## src/rtl/mips_pipe_pkg.sv

```systemverilog
// ---------------------------------------------------------------------------
// mips_pipe_pkg
// Shared types and defaults for the MIPS pipeline stage registers.
//   ex_mem_ctrl_t : MEM/WB control bundle carried from EX into MEM,
//                   bit order {mem_to_reg, mem_read, mem_write, bw, reg_write}
//   CTRL_NOP      : all-zero control word used for bubbles
//   occ_state_e   : occupancy of a two-entry skid buffer
// No ports (package).
// ---------------------------------------------------------------------------
package mips_pipe_pkg;

    localparam int XLEN_DEF = 32;
    localparam int RA_W_DEF = 5;

    typedef struct packed {
        logic mem_to_reg;
        logic mem_read;
        logic mem_write;
        logic bw;
        logic reg_write;
    } ex_mem_ctrl_t;

    localparam int CTRL_W_DEF = $bits(ex_mem_ctrl_t);

    // A bubble carries no write enables of any kind.
    localparam ex_mem_ctrl_t CTRL_NOP = '0;

    typedef enum logic [1:0] {
        OCC_EMPTY = 2'd0,
        OCC_ONE   = 2'd1,
        OCC_FULL  = 2'd2
    } occ_state_e;

endpackage

```

## src/rtl/pipe_skid_buf.sv

```systemverilog
// ---------------------------------------------------------------------------
// pipe_skid_buf
// Generic W-bit, two-entry skid buffer with valid/ready on both sides and a
// flush that squashes everything held plus the entry presented that cycle.
// The main register drives the output; the skid register catches the one
// entry that arrives while the output is stalled. in_ready is decoded from
// registered state only, so there is no combinational path from out_ready.
// Ports:
//   clk, rst            clock, synchronous active-high reset
//   flush               squash held and incoming entries
//   in_valid/in_ready   upstream handshake
//   in_data [W]         upstream payload
//   out_valid/out_ready downstream handshake
//   out_data [W]        payload held in the main register
// ---------------------------------------------------------------------------
module pipe_skid_buf
    import mips_pipe_pkg::*;
#(
    parameter int W = 8
) (
    input  logic         clk,
    input  logic         rst,
    input  logic         flush,
    input  logic         in_valid,
    output logic         in_ready,
    input  logic [W-1:0] in_data,
    output logic         out_valid,
    input  logic         out_ready,
    output logic [W-1:0] out_data
);

    occ_state_e   state_q, state_d;
    logic [W-1:0] main_q, main_d;
    logic [W-1:0] skid_q, skid_d;
    logic         do_accept;
    logic         do_release;

    assign in_ready  = (state_q != OCC_FULL);
    assign out_valid = (state_q != OCC_EMPTY);
    assign out_data  = main_q;

    assign do_accept  = in_valid & in_ready;
    assign do_release = out_valid & out_ready;

    // Next-state/data selection. Flush wins over everything; held data is
    // left in place because it is don't-care once the valid is dropped.
    // In FULL the skid entry is always the younger one, so it only ever
    // moves into main after main has been released.
    always_comb begin
        state_d = state_q;
        main_d  = main_q;
        skid_d  = skid_q;
        if (flush) begin
            state_d = OCC_EMPTY;
        end else begin
            case (state_q)
                OCC_EMPTY: begin
                    if (do_accept) begin
                        main_d  = in_data;
                        state_d = OCC_ONE;
                    end
                end
                OCC_ONE: begin
                    if (do_accept && do_release) begin
                        main_d = in_data;
                    end else if (do_accept) begin
                        skid_d  = in_data;
                        state_d = OCC_FULL;
                    end else if (do_release) begin
                        state_d = OCC_EMPTY;
                    end
                end
                OCC_FULL: begin
                    if (do_release) begin
                        main_d  = skid_q;
                        state_d = OCC_ONE;
                    end
                end
                default: begin
                    state_d = OCC_EMPTY;
                end
            endcase
        end
    end

    always_ff @(posedge clk) begin
        if (rst) begin
            state_q <= OCC_EMPTY;
            main_q  <= '0;
            skid_q  <= '0;
        end else begin
            state_q <= state_d;
            main_q  <= main_d;
            skid_q  <= skid_d;
        end
    end

endmodule

```

## src/rtl/ex_mem_pipe_stage.sv

```systemverilog
// ---------------------------------------------------------------------------
// ex_mem_pipe_stage
// EX->MEM pipeline register with valid/ready back-pressure, a two-entry skid
// buffer and flush. Carries ALU result, store data, destination register and
// the MEM/WB control bundle. Control is forced to CTRL_NOP whenever the
// output is not valid so a bubble can never write a register or memory.
// Optional build macro: EX_MEM_PERF_EN adds saturating stall/flush counters.
// Ports:
//   clk, rst                 clock, synchronous active-high reset
//   flush                    squash held and incoming entries
//   in_valid/in_ready        EX-side handshake (in_ready is registered)
//   in_alu, in_st_data       ALU result / address and store data [XLEN]
//   in_rdest [RA_W]          destination register
//   in_ctrl [CTRL_W]         {mem_to_reg, mem_read, mem_write, bw, reg_write}
//   out_valid/out_ready      MEM-side handshake
//   out_alu, out_st_data, out_rdest, out_ctrl   held entry
//   stall_cnt [CNT_W]        (EX_MEM_PERF_EN) cycles with out_valid & !out_ready
//   flush_cnt [CNT_W]        (EX_MEM_PERF_EN) flushes that killed a valid entry
// ---------------------------------------------------------------------------
module ex_mem_pipe_stage
    import mips_pipe_pkg::*;
#(
    parameter int XLEN   = XLEN_DEF,
    parameter int RA_W   = RA_W_DEF,
    parameter int CTRL_W = CTRL_W_DEF
`ifdef EX_MEM_PERF_EN
    ,
    parameter int CNT_W  = 16
`endif
) (
    input  logic              clk,
    input  logic              rst,
    input  logic              flush,
    input  logic              in_valid,
    output logic              in_ready,
    input  logic [XLEN-1:0]   in_alu,
    input  logic [XLEN-1:0]   in_st_data,
    input  logic [RA_W-1:0]   in_rdest,
    input  logic [CTRL_W-1:0] in_ctrl,
    output logic              out_valid,
    input  logic              out_ready,
    output logic [XLEN-1:0]   out_alu,
    output logic [XLEN-1:0]   out_st_data,
    output logic [RA_W-1:0]   out_rdest,
    output logic [CTRL_W-1:0] out_ctrl
`ifdef EX_MEM_PERF_EN
    ,
    output logic [CNT_W-1:0]  stall_cnt,
    output logic [CNT_W-1:0]  flush_cnt
`endif
);

    localparam int BUS_W = 2 * XLEN + RA_W + CTRL_W;

    logic [BUS_W-1:0]  in_bus;
    logic [BUS_W-1:0]  out_bus;
    logic [CTRL_W-1:0] held_ctrl;

    assign in_bus = {in_alu, in_st_data, in_rdest, in_ctrl};

    pipe_skid_buf #(
        .W(BUS_W)
    ) u_skid (
        .clk      (clk),
        .rst      (rst),
        .flush    (flush),
        .in_valid (in_valid),
        .in_ready (in_ready),
        .in_data  (in_bus),
        .out_valid(out_valid),
        .out_ready(out_ready),
        .out_data (out_bus)
    );

    assign {out_alu, out_st_data, out_rdest, held_ctrl} = out_bus;

    // Data fields may show stale values during a bubble; only control is
    // masked because it alone can cause side effects downstream.
    assign out_ctrl = out_valid ? held_ctrl : CTRL_W'(CTRL_NOP);

`ifdef EX_MEM_PERF_EN
    localparam logic [CNT_W-1:0] CNT_MAX = '1;

    logic [CNT_W-1:0] stall_cnt_q, stall_cnt_d;
    logic [CNT_W-1:0] flush_cnt_q, flush_cnt_d;
    logic             flush_kills;

    // A flush only counts when it actually destroys work: something held,
    // or an entry being accepted in the same cycle.
    assign flush_kills = flush & (out_valid | (in_valid & in_ready));

    // Both counters saturate instead of wrapping so a long run never reads
    // back as a small number.
    always_comb begin
        stall_cnt_d = stall_cnt_q;
        flush_cnt_d = flush_cnt_q;
        if (out_valid && !out_ready && (stall_cnt_q != CNT_MAX)) begin
            stall_cnt_d = stall_cnt_q + CNT_W'(1);
        end
        if (flush_kills && (flush_cnt_q != CNT_MAX)) begin
            flush_cnt_d = flush_cnt_q + CNT_W'(1);
        end
    end

    always_ff @(posedge clk) begin
        if (rst) begin
            stall_cnt_q <= '0;
            flush_cnt_q <= '0;
        end else begin
            stall_cnt_q <= stall_cnt_d;
            flush_cnt_q <= flush_cnt_d;
        end
    end

    assign stall_cnt = stall_cnt_q;
    assign flush_cnt = flush_cnt_q;
`endif

endmodule

```

## config.mk

```make
export PLATFORM = sky130hd
export DESIGN_NAME = ex_mem_pipe_stage
export DESIGN_NICKNAME = d
export VERILOG_FILES = /design/src/rtl/mips_pipe_pkg.sv /design/src/rtl/pipe_skid_buf.sv /design/src/rtl/ex_mem_pipe_stage.sv
export SDC_FILE = /design/constraint.sdc
export NUM_CORES = 1
export LEC_CHECK = 0
export ABC_AREA = 1
export CAP_MARGIN = 20
export CORE_MARGIN = 10
export CORE_UTILIZATION = 45
export CTS_BUF_LIST = sky130_fd_sc_hd__clkbuf_16
export DETAILED_ROUTE_END_ITERATION = 10
export PLACE_DENSITY = 0.72
export REMOVE_ABC_BUFFERS = 1
export SYNTH_ARGS = -nofsm -noshare
export SYNTH_HDL_FRONTEND = slang
export SYNTH_SLANG_ARGS = --single-unit
```

## constraint.sdc

```tcl
create_clock -name clk -period 1.7 [get_ports clk]
set_input_delay 0.17 -clock clk [delete_from_list [all_inputs] [get_ports clk]]
set_output_delay 0.17 -clock clk [all_outputs]
set_load 0.005 [all_outputs]
```

# After elaboration in Yosys (flattened, before gate mapping)
# Cells that the tools add are included.
classes:
  n_bitwise: 4
  add_sub_neg: 0
  n_mul: 0
  eq_ne: 8
  n_shift: 0
  reduce_logical: 8
  n_mux: 11
  div_mod_pow: 0
  magnitude_cmp: 0
op_table:
  columns: ["cell", "count"]
  rows:
  - ["2-to-1 mux 74 bit", 3]
  - ["one-hot mux 74 bit (3 select lines)", 1]
  - ["2-to-1 mux 2 bit", 5]
  - ["AND reduction 4 bit", 2]
  - ["!= test 2 x 1 -> 1 bit (second input constant)", 3]
  - ["one-hot mux 2 bit (3 select lines)", 1]
  - ["2-to-1 mux 5 bit", 1]
  - ["AND reduction 5 bit", 1]
  - ["!= test 2 bit (second input constant)", 2]
  - ["!= test 3 x 1 -> 1 bit (second input constant)", 1]
  - ["nonzero test 3 bit", 1]
  - ["bitwise AND 1 bit", 2]
  - ["== test 2 x 1 -> 1 bit (second input constant)", 1]
  - ["== test 2 bit (second input constant)", 1]
  - ["zero test 2 bit", 1]
  - ["NOT 1 bit", 2]
  - ["nonzero test 2 bit", 1]
  - ["OR reduction 2 bit", 1]
  - ["logical AND 1 bit", 1]
totals:
  output_inout_bits: 76
  n_memories: 0
  elab_cells: 34
  ff_bits: 150
  inputBits: 79
  mem_bits_ro: 0
  latch_bits: 0
  ram_bits: 0

# Longest topological paths before layout
logic_depth:
  depth_word: 6
  mapped_depth: 10
  depth_no_buf: 8

# Modules after synthesis
# A second synthesis with hierarchy kept.
unflattened:
  hier_cells: 1092
  area_unflattened_um2: 7114.3
by_module_without_submodules:
  columns: ["mod", "cells_per_inst", "seq_area_each_um2", "area_each_um2", "n_inst"]
  rows:
  - ["pipe_skid_buf", 1082, 3002.9, 7076.8, 1]
  - ["ex_mem_pipe_stage", 10, 0.0, 37.5, 1]

# Worst setup path after synthesis
# No wires, ideal clock.
synth_timing:
  path_kind: "flip-flop to flip-flop"
  start: "reg u_skid.state_q[0]"
  end: "reg u_skid.main_q[55], in the netlist u_skid.out_data[55]"
  n_path_buf: 2
  t_required_ns: 1.587
  setup_slack_ns: 0.422
  arrival_time_ns: 1.166
  period_less_slack_ns: 1.278
  path_stages_with_launch: 8
  setup_ns: 0.113
  cell_sequence: "dfxtp_1 > inv_2 > nand2_2 > buf_2 > clkbuf_1 > o21ai_0 > nor2_1 > nor2_1"
synth_via:
  elab_chain_len: 5
  elab_cells_between_ends: 14
  cone_classes: "eq/ne: 6; mux: 1; bitwise: 2; reduce/logical: 5"
synth_rtl:
  columns: ["element", "line", "rtl"]
  rows:
  - ["start, declared", "pipe_skid_buf.sv:32", "occ_state_e state_q, state_d;"]
  - ["start signal, assigned", "pipe_skid_buf.sv:92", "state_q <= state_d;"]
  - ["!= test 2 bit or nonzero test 2 bit (tied branches)", "pipe_skid_buf.sv:38, pipe_skid_buf.sv:39", null]
  - ["bitwise AND 1 bit, on equally long branches", "pipe_skid_buf.sv:42, pipe_skid_buf.sv:43", null]
  - ["logical AND 1 bit", "pipe_skid_buf.sv:64", "if (do_accept && do_release) begin"]
  - ["!= test 2 x 1 -> 1 bit (no line)", null, null]
  - ["AND reduction 5 bit (no line)", null, null]
  - ["end signal, assigned", "pipe_skid_buf.sv:93", "main_q <= main_d;"]
  - ["end, declared", "pipe_skid_buf.sv:33", "logic [W-1:0] main_q, main_d;"]
# Several ways; a longest one is shown, not always the timed one.
# A chain may end at the register's enable or synchronous reset.

# Final worst setup path
layout_timing:
  start: "reg u_skid.state_q[1]"
  end: "out out_valid"
layout_via:
  elab_chain_len: 1
layout_rtl:
  columns: ["element", "line", "rtl"]
  rows:
  - ["nonzero test 2 bit", "pipe_skid_buf.sv:39", "assign out_valid = (state_q != OCC_EMPTY);"]
  - ["end, declared", "ex_mem_pipe_stage.sv:40", "output logic out_valid,"]
# No other way between the ends.

==> flow_metrics.tcl <==
set metrics [dict create \
    syn-cell-area_um2 7070 \
    cp.arrival_ns 1.42 \
    cts_buffers 17 \
    cts_tree "yes" \
    avgSynthCellArea_um2 6.71 \
    fin_crit_sh_pct 93.5 \
    status "finished clean" \
    final_common_cell "nand2_1" \
    synth.area.top_cells "dfxtp_1, nand2_1, o21ai_0" \
    p_int_mw 6.78 \
    maxSlewHeadroom_pct 79.2 \
    portBuffers 154 \
    end_kind "output pin" \
    yosysWarnings 0 \
    clock_path_buffers 2 \
    combPwrFrac_pct 13.5 \
    startpoint_type "flop" \
    path_class "flop to output pin" \
    root_buffer "clkbuf_16" \
    grtUsageTotal_pct 14.8 \
    syn2layout_area_growth_pct 25.9 \
    fp.dieW_um 145 \
    synth.distinct_cells 19 \
    wl_mm 15.9 \
    layoutNonFillerInstCount 1333 \
    cpLargestDelayFamily "buffers and inverters" \
    crit_required_ns 1.53 \
    ys_seq_area_share_pct 42.5 \
    grt_pass1_wl_mm 26.3 \
    clkPwrFrac_pct 43.9 \
    yosysTopAreaCell "dfxtp_1" \
    first_global_vias 5238 \
    crit_buf_inv 2 \
    dr.pass1.iters 5 \
    fin_crit_ns 1.59 \
    cts_hold_buf 0 \
    final_cell_mix "nand2_1, nor2_1, inv_1" \
    multi_input_area_um2 2640 \
    fin_worst_skew_ns 0.00989 \
    die_h_um 145 \
    hold_viol_final 0 \
    place_congestion 0.762 \
    n_fill_cell 1453 \
    switching_share_pct 23.7 \
    first_iter_violations 307 \
    synth_top_area_share_pct 42.5 \
    n_antenna_cell 0 \
    tightest_slew_ns 0.312 \
    finalNetCount 1188 \
    slowest_stage "clkdlybuf4s50_1" \
    die_area_um2 21100 \
    power_leakage_nw 3.98 \
    holdWs_ns 0.392 \
    power_density_nw_per_um2 998 \
    clock_sinks 150 \
    finalCoreUtilization_pct 58.2 \
    min_path_type "primary input to flop" \
    drv_slew 0 \
    regArea_um2 3010 \
    clk_pin_slew_ns 0.06 \
    grt_max_degree 83 \
    ioPinCount 155 \
    pwr-share-seq_pct 42.7 \
    drv_cap 0 \
    worstPathCellList "inv_2, nand2_2, clkdlybuf4s50_1" \
    drc 0 \
    drive_gt1_share_pct 4.90 \
    dpl.cell_count 1300 \
    syn_inst 1054 \
    core_um2 15300 \
    avgRoutedWirePerCell_um 12.0 \
    crit_fanout 5 \
    htreeDepth 4 \
    vias 6014 \
    finalPower_mw 8.89 \
    initial_core_util_pct 46.2 \
    synth.ff_latch_count 150 \
    antenna_found_initial 0 \
    r2r_setup_slack_ns 0.29 \
    clock_latency_ns 0.42 \
    slowest_delay_ns 0.51 \
    gr-total-overflow 0 \
    rows 45 \
    switchingPower_mw 2.11 \
    ant_nets 0 \
    dpl.hpwl_mm 10.8 \
    rsz0062_at_grt "false" \
    vias_per_cell 4.51 \
    peakVddDrop_mv 0.680 \
    setup_viol 0 \
    fmax_mhz 629 \
    fin_setup_tns_ns 0 \
]
==> sequential cells by signal (all words and copies together) (netlist names) <==
signal	count
u_skid.skid_q	74
u_skid.state_q	2
u_skid.out_data	74
==> kinds of logic (layout without fill, tap and decap cells) <==
| family | Yosys count | in the layout | share of synthesized area [%] |
|---|---|---|---|
| simple gates | 390 | 390 | 21.0 |
| buf+inv | 289 | 357 | 20.6 |
| compound gates | 225 | 225 | 16.0 |
| flops | 150 | 150 | 42.5 |
==> worst register-to-register path, delay by kind of cell, from the launching register on <==
family | cells | cell delay, ns
flip-flops | 1 | 0.36
AND/OR/NAND/NOR | 3 | 0.36
buffers and inverters | 2 | 0.30
AO/OA/AOI/OAI | 2 | 0.30
==> repair_timing <==
action	CTS	global route
hold endpoints to repair	0	0
buffers inserted	1	0
endpoints found under the setup margin	7	0
gates resized for setup	9	0
==> synth_stat cells, drive strengths merged <==
cell type / number
o21ai: 149
nand2: 229
inv: 156
dfxtp: 150
clkbuf: 26
a31oi: 1
nand3: 4
a21oi: 74
nor2: 155
and3: 1
buf: 107
nand4: 1
o211ai: 1
==> final timing paths <==
kind | end | cells past startpoint | from
max reg2reg | u_skid.skid_q[53] | 7 | u_skid.state_q[1]
max | out_valid | 3 | u_skid.state_q[1]
min reg2reg | u_skid.skid_q[55] | 2 | u_skid.skid_q[55]
min | u_skid.skid_q[57] | 3 | in_alu[15]
==> power by group through the flow <==
stage	registers [mW]	logic (mW)	clock network, mW
3_5_place_dp	3.87	1.21	0
6_report	3.79	1.20	3.90
5_1_grt	3.81	1.35	4.15
4_1_cts	3.79	1.22	4.00
3_3_place_gp	3.87	1.20	0
2_1_floorplan	3.87	0.554	0
==> cell type report <==
| type | count | area share, % |
|---|---|---|
| flip-flops and latches | 150 | 33.8 |
| multi-input cells | 615 | 29.6 |
| repair buffers | 169 | 20.2 |
| inverters | 156 | 6.60 |
| clock buffers | 17 | 4.78 |
| well taps | 211 | 2.96 |
| clock inverters | 15 | 2.08 |
==> metal layers <==
layer	routed length (µm)	vias up	global-route usage, %
met1	7430	2611	19.0
met2	7040	144	22.4
met4	160	0	4.90
met5	0	-	0
li1	-	3246	-
met3	1320	13	5.74
==> per-stage QoR <==
stage,cell area [µm²],worst slack (ns)
floorplan,6200,-0.907
global placement,8290,0.0425
detailed placement,8290,0.0429
CTS,8910,0.0867
global route,8910,0.0522
finish,8910,0.111
Power figures use the tool's default switching activity.
